--- config.mk ---
export PLATFORM = sky130hd
export DESIGN_NAME = branch_predictor
export DESIGN_NICKNAME = d
export VERILOG_FILES = /design/src/rtl/branch_predictor.sv
export SDC_FILE = /design/constraint.sdc
export NUM_CORES = 1
export LEC_CHECK = 0
export ABC_CLOCK_PERIOD_IN_PS = 6280
export CELL_PAD_IN_SITES_DETAIL_PLACEMENT = 0
export CELL_PAD_IN_SITES_GLOBAL_PLACEMENT = 1
export CORE_MARGIN = 2
export CORE_UTILIZATION = 44
export CTS_CLUSTER_SIZE = 30
export DETAILED_ROUTE_END_ITERATION = 10
export DONT_BUFFER_PORTS = 1
export PLACE_DENSITY = 0.68
export RECOVER_POWER = 100
export SYNTH_ARGS = -nofsm -noshare
export SYNTH_HDL_FRONTEND = slang
export SYNTH_SLANG_ARGS = --single-unit
--- constraint.sdc ---
create_clock -name clk -period 6.28 [get_ports clk]
set_clock_uncertainty 0.1 [all_clocks]
set_input_delay 1.256 -clock clk [delete_from_list [all_inputs] [get_ports clk]]
set_output_delay 1.256 -clock clk [all_outputs]
set_load 0.02 [all_outputs]
--- src/rtl/branch_predictor.sv ---
// branch_predictor: 16-entry BTB with 2-bit counters, combinational fetch prediction and execute-stage update.
// Define BP_GSHARE_EN to XOR a 4-bit global history register into the fetch index.
module branch_predictor (
    input  logic        clk,
    input  logic        reset,
    input  logic [31:0] PCF,
    output logic        PredTakenF,
    output logic [31:0] PredTargetF,
    output logic [3:0]  PredIndexF,
    input  logic        ValidE,
    input  logic        BranchE,
    input  logic        JumpE,
    input  logic        ActualTakenE,
    input  logic [31:0] PCE,
    input  logic [31:0] TargetE,
    input  logic [31:0] PCPlus4E,
    input  logic        PredTakenE,
    input  logic [31:0] PredTargetE,
    input  logic [3:0]  PredIndexE,
    output logic        MispredictE,
    output logic [31:0] RedirectPCE
);
    logic        valid_q [16];
    logic [25:0] tag_q   [16];
    logic [31:0] tgt_q   [16];
    logic [1:0]  ctr_q   [16];
    logic        hit_f;
    logic        br_e;
    logic        taken_e;
    logic        hit_e;
    logic        alias_e;
    logic        upd_e;
    logic [1:0]  ctr_e;
    logic [1:0]  ctr_d;
    logic        unused_bits;

`ifdef BP_GSHARE_EN
    logic [3:0] ghr_q;
    assign PredIndexF = PCF[5:2] ^ ghr_q;
    always_ff @(posedge clk) begin
        if (reset)
            ghr_q <= 4'b0000;
        else if (ValidE && BranchE && !JumpE)
            ghr_q <= {ghr_q[2:0], ActualTakenE};
    end
`else
    assign PredIndexF = PCF[5:2];
`endif

    assign hit_f       = valid_q[PredIndexF] && tag_q[PredIndexF] == PCF[31:6];
    assign PredTakenF  = !reset && hit_f && ctr_q[PredIndexF][1];
    assign PredTargetF = PredTakenF ? tgt_q[PredIndexF] : PCF + 32'd4;

    assign br_e    = BranchE | JumpE;
    assign taken_e = JumpE | (BranchE & ActualTakenE);
    assign alias_e = !br_e && PredTakenE;
    assign upd_e   = ValidE && (br_e || alias_e);
    assign ctr_e   = ctr_q[PredIndexE];
    assign hit_e   = valid_q[PredIndexE] && tag_q[PredIndexE] == PCE[31:6];

    // Miss allocates with a bias toward the observed outcome; hits move the counter by one and saturate.
    assign ctr_d = JumpE ? 2'b11 :
                   !hit_e ? (taken_e ? 2'b10 : 2'b01) :
                   taken_e ? (ctr_e == 2'b11 ? ctr_e : ctr_e + 2'd1) :
                   (ctr_e == 2'b00 ? ctr_e : ctr_e - 2'd1);

    assign MispredictE = ValidE && !reset &&
                         (br_e ? (PredTakenE != taken_e) || (taken_e && PredTakenE && PredTargetE != TargetE)
                               : PredTakenE);
    assign RedirectPCE = taken_e ? TargetE : PCPlus4E;

    assign unused_bits = ^{PCF[1:0], PCE[5:0]};

    always_ff @(posedge clk) begin
        if (reset) begin
            for (int i = 0; i < 16; i++) begin
                valid_q[i] <= 1'b0;
                ctr_q[i]   <= 2'b01;
            end
        end else if (upd_e) begin
            valid_q[PredIndexE] <= br_e;
            if (br_e) begin
                tag_q[PredIndexE] <= PCE[31:6];
                ctr_q[PredIndexE] <= ctr_d;
                if (taken_e || !hit_e)
                    tgt_q[PredIndexE] <= TargetE;
            end
        end
    end
endmodule
==> results_dict.tcl <==
set metrics [dict create \
    setup_slack_ps 79.8 \
    synthTopCellsByArea "edfxtp_1, mux4_2, mux2i_1" \
    slew_headroom_pct -108 \
    ir_drop_mv 0.298 \
    ys_seq_area_share_pct 67.0 \
    via_per_inst 6.34 \
    rows 115 \
    grt_max_degree 254 \
    violations "max-capacitance violations, max-slew violations" \
    synth_top_area_share_pct 67.0 \
    fp.coreArea_um2 98400 \
    crit_arrival_ps 4840 \
    period_share_pct 98.7 \
    worst_hold_path_type "input port to register" \
    track_usage_pct 23.9 \
    cts.sinks 976 \
    hpwlAfterDp_um 69500 \
    die_y_um 319 \
    clock-root-buffer "clkbuf_16" \
    h-tree-depth 3 \
    finalSetupViolations 0 \
    syn_inst 2302 \
    cap_violations 19 \
    worst_pin_slew_ps 3120 \
    power_density_nw_per_um2 288 \
    synth_nets 2475 \
    synth-seq-cells 976 \
    synth_edf_count 976 \
    num-nets-final 2526 \
    cts_hold_buf 0 \
    finalCriticalPeriod_ps 6200 \
    dp_worst_setup_slack_ps 352 \
    cts_tree "yes" \
    dieArea_um2 102000 \
    yosys_warnings 0 \
    synth_cell_types 60 \
    grt_overflow 0 \
    syn_to_final_growth_pct 11.0 \
    wire_per_inst_um 33.0 \
    clk_pin_slew_worst_paths_ps 70 \
    start_util_pct 44.4 \
    yosysMostFrequentCell "edfxtp_1" \
    timing.fmax_mhz 161 \
    fin_tns_setup_ps 0 \
    antennaDiodeCount 0 \
    grt_pass1_wl_um 174000 \
    drc_errors 0 \
    leakage_uw 0.0156 \
    portBuffers 0 \
    vias 23600 \
    drt_iter0_drc 2736 \
    critPathKind "input port to output pin" \
    ios 241 \
    drt_pass1_iterations 8 \
    place_congestion 0.817 \
    die_x_um 319 \
    avgSynthCellArea_um2 19.0 \
    async_reset_ff_share_pct 0 \
    synth_top_cell_by_area "edfxtp_1" \
    rsz0062_at_grt "yes" \
    synth_ff_type "edfxtp_1" \
    critical_path.max_fanout 239 \
    wl_um 123000 \
    clk_latency_ps 690 \
    clockBufferDepth 3 \
    antenna_found_initial 1 \
    status "finished with violations" \
    slew_viol_final 477 \
    required_ps 4920 \
    synth_area_um2 43700 \
    crit_path_end_kind "output pin" \
    start_kind "input port" \
    netlist_top_cells_count "edfxtp_1, mux4_2, nand2_1" \
    final_util_pct 49.3 \
    drive_above_1_share_pct 24.9 \
    antenna_left 0 \
    cts-buffers-inserted 102 \
    grt_pass1_vias 24000 \
    hold_violations 0 \
]
-- final cells by class --
type / instances / area [µm²]
fill: 8067 / 49900
multi-input combinational: 1138 / 13600
tap: 1287 / 1610
clock inverter: 55 / 548
timing repair buffer: 87 / 662
inverter: 48 / 180
sequential: 976 / 29300
clock buffer: 128 / 2670
-- worst paths after layout --
path | startpoint | end | slack, ps | cells after the start
max reg2reg | tag_q[6][6]$_DFFE_PP_ | tgt_q[11][17]$_DFFE_PP_ | 1050 | 11
min | TargetE[13] | tgt_q[9][13]$_DFFE_PP_ | 540 | 0
min reg2reg | ctr_q[14][0]$_SDFFCE_PN1P_ | ctr_q[9][1]$_SDFFCE_PN0P_ | 1490 | 5
max | PCF[3] | PredTargetF[6] | 80 | 11
-- critical path: stages --
cell	delay (ps)
mux4_2	540
mux4_2	500
xnor2_1	350
nand4_1	120
or3_1	450
nor4_4	410
buf_12	220
buf_16	170
nand2_1	50
o21ai_0	100
buf_4	190
-- state kept, by name, indices dropped and copies added, names as in the netlist --
register  count
tgt_q       512
ctr_q        32
tag_q       416
valid_q      16
-- per-layer routing --
layer / up-vias / part of all wire [%] / track usage (%)
met1: 12700 / 40 / 32.1
met5: - / 0 / 0
met2: 1064 / 50 / 40.1
li1: 9586 / - / -
met3: 186 / 7.7 / 4.31
met4: 0 / 2.5 / 6.92
-- power by group --
group	internal, µW	switching (µW)	total [µW]
clock	3340	2540	5880
sequential	7250	26.4	7280
combinational	429	376	805
total	11000	2940	14000
-- logic make-up after synthesis --
group,after synthesis,share of synthesized area (%)
xor gates and xnor gates,117,2.34
and+or+nand+nor,391,4.09
AOI/OAI and AO/OA,136,2.18
adders and majority gates,2,0.0572
muxes,492,22.3
buffers and inverters,188,2.01
DFF,976,67.0
-- stage by stage --
step,cell area [µm²],power [µW],hold slack (ps),std cells
floorplan,43700,8120,1060,2302
global placement,45500,8200,1250,3530
detailed placement,45500,8210,1260,3530
CTS,48700,14000,501,3713
global route,48600,14300,513,3719
finish,48600,14000,544,3719
-- placed cells by master (no fill, tap or decap), types with 41 or more instances in the layout --
cell         n
xnor2_1     58
edfxtp_1   976
buf_4       41
clkbuf_16  105
xor2_1      57
mux2i_1     93
clkbuf_1    48
nand2_1    199
nor2_1      45
mux4_2     385
inv_1       42
-- what timing repair did --
action	4_1_cts	5_1_grt
setup endpoints to repair	0	31
endpoints found under the hold margin	0	0
buffers inserted	0	4
resized for setup	0	14
No activity file was read; power rests on OpenSTA's default activity.
